File: src/rtl/flappy_pkg.sv
// Shared encodings for the flappy game controller and the VGA score overlay.
package flappy_pkg;

    localparam int SCORE_W = 10;
    localparam logic [SCORE_W-1:0] SCORE_MAX = 10'd999;

    localparam logic [5:0] S_IDLE     = 6'b000001;
    localparam logic [5:0] S_ARMING   = 6'b000010;
    localparam logic [5:0] S_RUN      = 6'b000100;
    localparam logic [5:0] S_STOPPING = 6'b001000;
    localparam logic [5:0] S_DEAD     = 6'b010000;
    localparam logic [5:0] S_ACKING   = 6'b100000;

    typedef enum logic [5:0] {
        ST_IDLE     = S_IDLE,
        ST_ARMING   = S_ARMING,
        ST_RUN      = S_RUN,
        ST_STOPPING = S_STOPPING,
        ST_DEAD     = S_DEAD,
        ST_ACKING   = S_ACKING
    } state_e;

endpackage

File: src/rtl/scroll_tick_gen.sv
// Reload counter producing a one-cycle scroll step every 'period' clocks.
module scroll_tick_gen #(
    parameter int RESET_PERIOD = 200000
) (
    input  logic        clk,
    input  logic        reset_n,
    input  logic [19:0] period,
    output logic        tick
);

    logic [19:0] cnt_q;
    logic [19:0] per_q;

    assign tick = (cnt_q == per_q - 20'd1);

    // The period only changes at reload so a running step interval is never cut short.
    always_ff @(posedge clk or negedge reset_n) begin
        if (!reset_n) begin
            cnt_q <= '0;
            per_q <= 20'(RESET_PERIOD);
        end else if (tick) begin
            cnt_q <= '0;
            per_q <= period;
        end else begin
            cnt_q <= cnt_q + 20'd1;
        end
    end

endmodule

File: src/rtl/flappy_game_ctrl.sv
// Game-flow FSM: drives the scroller handshake, scroll speed, score and level.
module flappy_game_ctrl
    import flappy_pkg::*;
#(
    parameter int TICK_DIV_BASE   = 200000,
    parameter int DIV_STEP        = 25000,
    parameter int MAX_LEVEL       = 4,
    parameter int PIPES_PER_LEVEL = 5,
    parameter int DEAD_HOLD       = 60,
    parameter int HS_TIMEOUT      = 255
) (
    input  logic               clk,
    input  logic               reset_n,
    input  logic               btn,
    input  logic               collide,
    input  logic               pipe_passed,
    input  logic               x_q_initial,
    input  logic               x_q_count,
    input  logic               x_q_stop,
    output logic               x_start,
    output logic               x_stop,
    output logic               x_ack,
    output logic               scroll_en,
    output logic [SCORE_W-1:0] score,
    output logic [2:0]         level,
    output logic               q_idle,
    output logic               q_arming,
    output logic               q_run,
    output logic               q_stopping,
    output logic               q_dead,
    output logic               q_acking,
    output logic               hs_err
);

    localparam int SUB_W  = $clog2(PIPES_PER_LEVEL + 1);
    localparam int HOLD_W = $clog2(DEAD_HOLD + 1);
    localparam int TO_W   = $clog2(HS_TIMEOUT + 1);

    state_e             state_q, state_d;
    logic [SCORE_W-1:0] score_q, score_d;
    logic [2:0]         level_q, level_d;
    logic [SUB_W-1:0]   sub_q, sub_d;
    logic [HOLD_W-1:0]  hold_q, hold_d;
    logic [TO_W-1:0]    to_q, to_d;
    logic               hs_err_q, hs_err_d;
    logic               btn_q;
    logic               btn_rise;
    logic               hs_state;
    logic [19:0]        period;

    assign btn_rise = btn & ~btn_q;
    assign period   = 20'(TICK_DIV_BASE) - 20'(level_q) * 20'(DIV_STEP);

    scroll_tick_gen #(.RESET_PERIOD(TICK_DIV_BASE)) u_tick (
        .clk     (clk),
        .reset_n (reset_n),
        .period  (period),
        .tick    (scroll_en)
    );

    assign hs_state = (state_q == ST_ARMING) || (state_q == ST_STOPPING) ||
                      (state_q == ST_ACKING);

    always_comb begin
        state_d  = state_q;
        score_d  = score_q;
        level_d  = level_q;
        sub_d    = sub_q;
        hold_d   = hold_q;
        to_d     = to_q;
        hs_err_d = hs_err_q;
        case (state_q)
            ST_IDLE:   if (btn_rise) state_d = ST_ARMING;
            ST_ARMING: if (x_q_count) state_d = ST_RUN;
            ST_RUN: begin
                // A pass in the collision cycle still counts.
                if (pipe_passed) begin
                    if (score_q != SCORE_MAX) score_d = score_q + 1'b1;
                    if (sub_q == SUB_W'(PIPES_PER_LEVEL - 1)) begin
                        sub_d = '0;
                        if (level_q != 3'(MAX_LEVEL)) level_d = level_q + 3'd1;
                    end else begin
                        sub_d = sub_q + 1'b1;
                    end
                end
                if (collide) state_d = ST_STOPPING;
            end
            ST_STOPPING: if (x_q_stop) begin
                state_d = ST_DEAD;
                hold_d  = '0;
            end
            ST_DEAD: begin
                if (scroll_en && hold_q != HOLD_W'(DEAD_HOLD)) hold_d = hold_q + 1'b1;
                if (btn_rise && hold_q == HOLD_W'(DEAD_HOLD)) state_d = ST_ACKING;
            end
            ST_ACKING: if (x_q_initial) begin
                state_d = ST_IDLE;
                score_d = '0;
                level_d = '0;
                sub_d   = '0;
            end
            default: state_d = ST_IDLE;
        endcase

        // Timeout watches the scroller's progress in steps, restarting on every state change.
        if (state_d != state_q)
            to_d = '0;
        else if (hs_state && scroll_en && to_q != TO_W'(HS_TIMEOUT))
            to_d = to_q + 1'b1;
        if (hs_state && to_q == TO_W'(HS_TIMEOUT)) hs_err_d = 1'b1;
    end

    always_ff @(posedge clk or negedge reset_n) begin
        if (!reset_n) begin
            state_q  <= ST_IDLE;
            score_q  <= '0;
            level_q  <= '0;
            sub_q    <= '0;
            hold_q   <= '0;
            to_q     <= '0;
            hs_err_q <= 1'b0;
            btn_q    <= 1'b0;
        end else begin
            state_q  <= state_d;
            score_q  <= score_d;
            level_q  <= level_d;
            sub_q    <= sub_d;
            hold_q   <= hold_d;
            to_q     <= to_d;
            hs_err_q <= hs_err_d;
            btn_q    <= btn;
        end
    end

    assign q_idle     = (state_q == ST_IDLE);
    assign q_arming   = (state_q == ST_ARMING);
    assign q_run      = (state_q == ST_RUN);
    assign q_stopping = (state_q == ST_STOPPING);
    assign q_dead     = (state_q == ST_DEAD);
    assign q_acking   = (state_q == ST_ACKING);

    // Requests decode straight from the state register, so they are glitch-free Moore outputs.
    assign x_start = q_arming;
    assign x_stop  = q_stopping;
    assign x_ack   = q_acking;
    assign score   = score_q;
    assign level   = level_q;
    assign hs_err  = hs_err_q;

endmodule
File: config.mk
export PLATFORM = sky130hd
export DESIGN_NAME = flappy_game_ctrl
export DESIGN_NICKNAME = d
export VERILOG_FILES = /design/src/rtl/flappy_pkg.sv /design/src/rtl/scroll_tick_gen.sv /design/src/rtl/flappy_game_ctrl.sv
export SDC_FILE = /design/constraint.sdc
export NUM_CORES = 1
export LEC_CHECK = 0
export CORE_AREA = 4 4 116 118
export DETAILED_ROUTE_END_ITERATION = 12
export DIE_AREA = 0 0 120 122
export GPL_ROUTABILITY_DRIVEN = 1
export SLEW_MARGIN = 20
export SYNTH_ARGS = -nofsm -noshare
export SYNTH_HDL_FRONTEND = slang
export SYNTH_SLANG_ARGS = --single-unit
File: constraint.sdc
create_clock -name clk -period 9.1 [get_ports clk]
set_input_delay 1.82 -clock clk [delete_from_list [all_inputs] [get_ports clk]]
set_output_delay 1.82 -clock clk [all_outputs]
set_load 0.01 [all_outputs]
==> results.cfg, run 1 <==
[status]
status = finished clean

[global_routing]
grt_pass1_vias = 3998
antenna_found_initial = 0
grt_use_total_pct = 16.1
grt_max_degree = 75
grt_pass1_wl_um = 19200
gr-total-overflow = 0

[synthesis]
synth_ff_type = dfrtp_1
ys_ff_latch = 74
synth-seq-area-share_pct = 37.9
syn_inst = 545
synth_warnings = 0
avgSynthCellArea_um2 = 9.01
synth-edff-count = 0
synth_fp_nets = 573
syn_area_mm2 = 0.00491
synth-async-reset-ratio_pct = 100
synth_cell_types = 70

[setup_path]
critical_path_class = reg2out
crit_fanout = 7
reg2reg_from = u_tick.per_q[3]
critPathArrivalTime_ns = 3.28
startpoint = u_tick.per_q[3]
end_kind = primary output
crit_required_ns = 7.28
start_kind = flip-flop

[power_and_ir_drop]
power.density_mw_per_mm2 = 149
p_leak_uw = 0.00245
peakVddDrop_v = 0.0000952

[die]
ios = 32
core_area_mm2 = 0.0125
dieWidth_um = 120
die_y_um = 122
initial_core_util_pct = 39.4
fp-row-count = 41
die_area_mm2 = 0.0146

[drt]
routedWlPerCell_um = 14.9
dr.pass1.iters = 5
num_vias = 3985
ant_nets = 0
wl_um = 11000
drcViolationCount = 0
drtIter0Drc = 209
vias_per_cell = 5.39

[sta]
slew_violations = 0
final.setup.worst_slack_ns = 4.00
setup_viol = 0
fin_crit_ns = 5.10
fmax_ghz = 0.196
timing.slew.headroom_pct = 37.5
worst_slew_pin_slew_ns = 0.937
finalSetupTns_ns = 0
min_period_over_period_pct = 56.1
finalHoldViolCount = 0
finClkSkew_ns = 0.00613
rsz0062_at_grt = no

[cts]
clock-root-buffer = clkbuf_16
htree_levels = 3
cts_resized = 0
clk_pin_slew_ns = 0.06
clk_latency_ns = 0.34
cts_max_path_buffers = 2
cts_tree = done
cts_hold_buf = 0
post_cts_buffers = 0
numCtsBuffers = 9
cts_sinks = 74

[flow_run]
maxCapViolations = 0

[hold_path]
hold_class = reg2reg
worstHoldStart = u_tick.cnt_q[0]

[layout]
antenna_cells = 0
syn2layout_area_growth_pct = 15.3
drive_above_1_share_pct = 9.52
seqCellArea_mm2 = 0.00186
fin_nets = 590
final_cell_count_no_fill = 739
nFillCells = 1221
multi_input_area_mm2 = 0.00280
final_util_pct = 45.4

[place]
place_inst = 723
place_congestion = 0.837
dp_slack_ns = 4.37
hpwl_um = 7960
io_buffers = 31
## logic make-up (layout without fill, tap and decap cells)
group,after synthesis,after routing,synth area share [%]
buffers and inverters,58,80,5.12
AND/OR/NAND/NOR,221,221,23.8
multiplexers,23,23,5.04
XOR/XNOR,59,59,10.5
flip-flops,74,74,37.9
adder cells (fa/ha/maj),20,20,5.09
AO/OA/AOI/OAI,90,90,12.6
## final cells by class
| cell class | count | share of cell area (%) |
|---|---|---|
| multi-input cells | 413 | 49.4 |
| inverters | 32 | 2.12 |
| clock buffers | 11 | 4.46 |
| flip-flops and latches | 74 | 32.8 |
| well taps | 172 | 3.80 |
| repair buffers | 32 | 5.57 |
| clock inverters | 5 | 1.77 |
## Yosys cell counts (3+ instances only)
master | count | share of area (%)
or4_1 | 10 | 1.5
buf_4 | 5 | 0.76
o21ai_0 | 29 | 3.0
nor2_1 | 54 | 4.1
or3_1 | 6 | 0.76
a21oi_1 | 13 | 1.3
nand2_1 | 41 | 3.1
nor4_1 | 5 | 0.64
nand2b_1 | 7 | 0.89
dfstp_2 | 7 | 3.7
and3_1 | 7 | 0.89
mux2i_1 | 9 | 1.8
nand4_1 | 15 | 1.9
a31oi_1 | 4 | 0.51
inv_1 | 32 | 2.4
nand3b_1 | 3 | 0.46
buf_2 | 6 | 0.61
ha_1 | 20 | 5.1
o31ai_1 | 8 | 1.2
o2111ai_1 | 3 | 0.53
dfrtp_1 | 67 | 34
xnor2_1 | 37 | 6.6
nor3_1 | 19 | 1.9
clkbuf_1 | 14 | 1.1
xor2_1 | 22 | 3.9
mux2_2 | 14 | 3.2
nand3_1 | 29 | 3.0
o211ai_1 | 5 | 0.76
## power by group
group | switching, uW | leakage (uW) | internal, uW
Combinational | 47.4 | 0.00130 | 33.7
Clock | 139 | 0.000176 | 282
Sequential | 8.73 | 0.000966 | 335
## final timing paths
kind | to | slack (ns) | depth (start not counted)
worst max-delay path | scroll_en | 4.00 | 9
worst min-delay path | u_tick.cnt_q[0] | 0.49 | 1
worst max register to register | u_tick.per_q[4] | 5.22 | 9
worst min register to register | u_tick.cnt_q[0] | 0.49 | 1
max in group asynchronous | to_q[5] | 6.87 | 1
min in group asynchronous | u_tick.cnt_q[6] | 1.64 | 1
## layout by cell type (no fill, tap or decap), types with 9 or more instances in the layout
master | Yosys | routed
dfrtp_1 | 67 | 67
nor2_1 | 54 | 54
nand2_1 | 41 | 41
xnor2_1 | 37 | 37
inv_1 | 32 | 32
clkdlybuf4s50_1 | 0 | 30
nand3_1 | 29 | 29
o21ai_0 | 29 | 29
xor2_1 | 22 | 22
ha_1 | 20 | 20
nor3_1 | 19 | 19
nand4_1 | 15 | 15
mux2_2 | 14 | 14
a21oi_1 | 13 | 13
or4_1 | 10 | 10
mux2i_1 | 9 | 9
clkbuf_16 | 0 | 9
## worst max-delay path, cell delays in order, from the launching register on
cell and delay [ns]:
dfrtp_1 0.43, inv_1 0.12, ha_1 0.31, or3b_2 0.53, or3_1 0.33, a211o_1 0.34
nand3_1 0.10, nand4_1 0.10, nor2_1 0.14, clkdlybuf4s50_1 0.55
## flip-flops by register name, summed over array words and instances, names as in the netlist
| register | cells |
|---|---|
| btn_q | 1 |
| hold_q | 6 |
| hs_err | 1 |
| level | 3 |
| score | 10 |
| state_q | 6 |
| sub_q | 3 |
| to_q | 8 |
| u_tick.cnt_q | 20 |
| u_tick.per_q | 16 |
## per-stage QoR
step / instance area [um^2] / hold WS, ns / power, uW
detailed placement: 5310 / 0.482 / 431
floorplan: 4910 / 0.455 / 400
finish: 5660 / 0.493 / 846
global placement: 5310 / 0.475 / 430
global route: 5660 / 0.535 / 882
CTS: 5660 / 0.491 / 856
## layer usage
layer / up-vias / share of wire [%] / track usage (%)
met4: 0 / 2.5 / 7.66
met2: 96 / 46 / 25.9
met3: 20 / 3.9 / 2.88
met1: 1907 / 48 / 21.0
met5: - / 0 / 0
li1: 1962 / - / -
(Power assumes the default switching activity.)
==> run 2: changes to the inputs <==
==> constraint.sdc (replaced) <==
create_clock -name clk -period 4.9 [get_ports clk]
set_input_delay 0.98 -clock clk [delete_from_list [all_inputs] [get_ports clk]]
set_output_delay 0.98 -clock clk [all_outputs]
set_load 0.01 [all_outputs]
==> run 2 against run 1 <==
Compared with the run above: sequential share of layout area rose by 0.11 points; count of clock-buffer cells in the layout is 2 lower; combinational power increased by 85%; non-clock buffer count grew 2; critical path type unchanged; largest cell class unchanged.
==> results.cfg, run 2 (synthesis gave the netlist of run 1 again) <==
[status]
status = finished clean

[layout]
nFillCells = 1194
largest_register_ffs = 20
syn2layout_area_growth_pct = 14.9
final_util_pct = 45.3
seqCellArea_mm2 = 0.00186
antenna_cells = 0
top_register = u_tick.cnt_q
final_common_cell = dfrtp_1
final_cell_count_no_fill = 741
drive_above_1_share_pct = 9.84
final_cell_mix = dfrtp_1 (67), nor2_1 (54), nand2_1 (41)
multi_input_area_mm2 = 0.00280
fin_nets = 592

[cts]
numCtsBuffers = 9
clk_latency_ns = 0.33
cts_tree = done
cts_sinks = 74
cts_resized = 0
post_cts_buffers = 0
clk_pin_slew_ns = 0.06
cts_max_path_buffers = 2
clock-root-buffer = clkbuf_16
cts_hold_buf = 0
htree_levels = 3

[die]
fp-row-count = 41
ios = 32
die_y_um = 122
initial_core_util_pct = 39.4
die_area_mm2 = 0.0146
core_area_mm2 = 0.0125
dieWidth_um = 120

[place]
place_congestion = 0.855
place_inst = 725
hpwl_um = 8130
io_buffers = 31

[sta]
fin_crit_ns = 4.27
worst_slew_pin_slew_ns = 0.956
finalHoldViolCount = 0
min_period_over_period_pct = 87.1
finClkSkew_ns = 0.00611
fmax_ghz = 0.234
finalSetupTns_ns = 0
setup_viol = 0
rsz0062_at_grt = no
slew_violations = 0
timing.slew.headroom_pct = 36.2

[setup_path]
r2r_slack_ns = 1.14
start_kind = flip-flop
crit_required_ns = 3.92
critPathArrivalTime_ns = 3.29
r2r_cells = 10
crit_fanout = 7
critical_path_class = reg2out
reg2reg_from = u_tick.per_q[3]
r2r-end = u_tick.per_q[7]
end_kind = primary output

[drt]
routedWlPerCell_um = 14.9
vias_per_cell = 5.41
dr.pass1.iters = 5
wl_um = 11100
drtIter0Drc = 198
ant_nets = 0
drcViolationCount = 0
num_vias = 4009

[global_routing]
grt_max_degree = 75
gr-total-overflow = 0
grt_pass1_wl_um = 18800
grt_pass1_vias = 3931
antenna_found_initial = 0
grt_use_total_pct = 15.9

[power_and_ir_drop]
p_sw_uw = 355
p_leak_uw = 0.00243
seqPwrFrac_pct = 43.0
total_power_uw = 1480
peakVddDrop_v = 0.000346
combPwrFrac_pct = 10.1
power.density_mw_per_mm2 = 263
p_clk_share_pct = 46.8
p_int_uw = 1130
swShare_pct = 23.9

[hold_path]
hold_depth = 1
worstHoldStart = u_tick.cnt_q[0]
whs_endpoint = u_tick.cnt_q[0]
hold_class = reg2reg

[flow_run]
maxCapViolations = 0
## run 2: cell types whose count changed in the layout (fill, tap and decap cells not counted), sizes merged
cell / delta
clkinvlp: +2
bufinv: -1
clkinv: +1
buf: +2
clkbuf: -2
## run 2: power by group through the flow
stage                     Combinational, uW  Sequential [uW]  Clock (uW)
final                                   150              639         695
after global routing                    171              641         744
after CTS                               152              639         714
after detailed placement                151              649           0
after global placement                  150              648           0
after floorplan                         100              643           0
## run 2: how the worst max path moves through the flow
stage / from / endpoint / cells past startpoint
after global routing: u_tick.per_q[3] / scroll_en / 9
final: u_tick.per_q[3] / scroll_en / 9
after detailed placement: u_tick.per_q[3] / scroll_en / 9
after floorplan: u_tick.per_q[3] / scroll_en / 9
after global placement: u_tick.per_q[3] / scroll_en / 9
after CTS: u_tick.per_q[3] / scroll_en / 9
## run 2: worst max-delay path, stage by stage (launching register included)
cell and delay [ns]:
dfrtp_1 0.43, inv_1 0.12, ha_1 0.34, or3b_2 0.54, or3_1 0.32, a211o_1 0.34, nand3_1 0.11, nand4_1 0.09
nor2_1 0.13, clkdlybuf4s50_1 0.55
## run 2: area by class of cell
type,count,area share (%)
Clock buffer,9,3.99
Clock inverter,7,1.66
Inverter,32,2.13
Multi-Input combinational cell,413,49.6
Sequential cell,74,33.0
Tap cell,172,3.81
Timing Repair Buffer,34,5.85
## run 2: stage by stage
stage               hold WS (ns)  setup WS, ns  area [um^2]
global placement           0.478          1.09         5330
CTS                        0.486         0.631         5650
global route               0.527         0.506         5650
finish                     0.482         0.630         5650
floorplan                  0.455          1.67         4910
detailed placement         0.477          1.00         5330
## run 2: metal layers
layer / wire length (um) / track usage, %
met1: 5240 / 20.0
met2: 5270 / 26.6
met3: 411 / 4.36
met4: 150 / 5.01
met5: 0 / 0
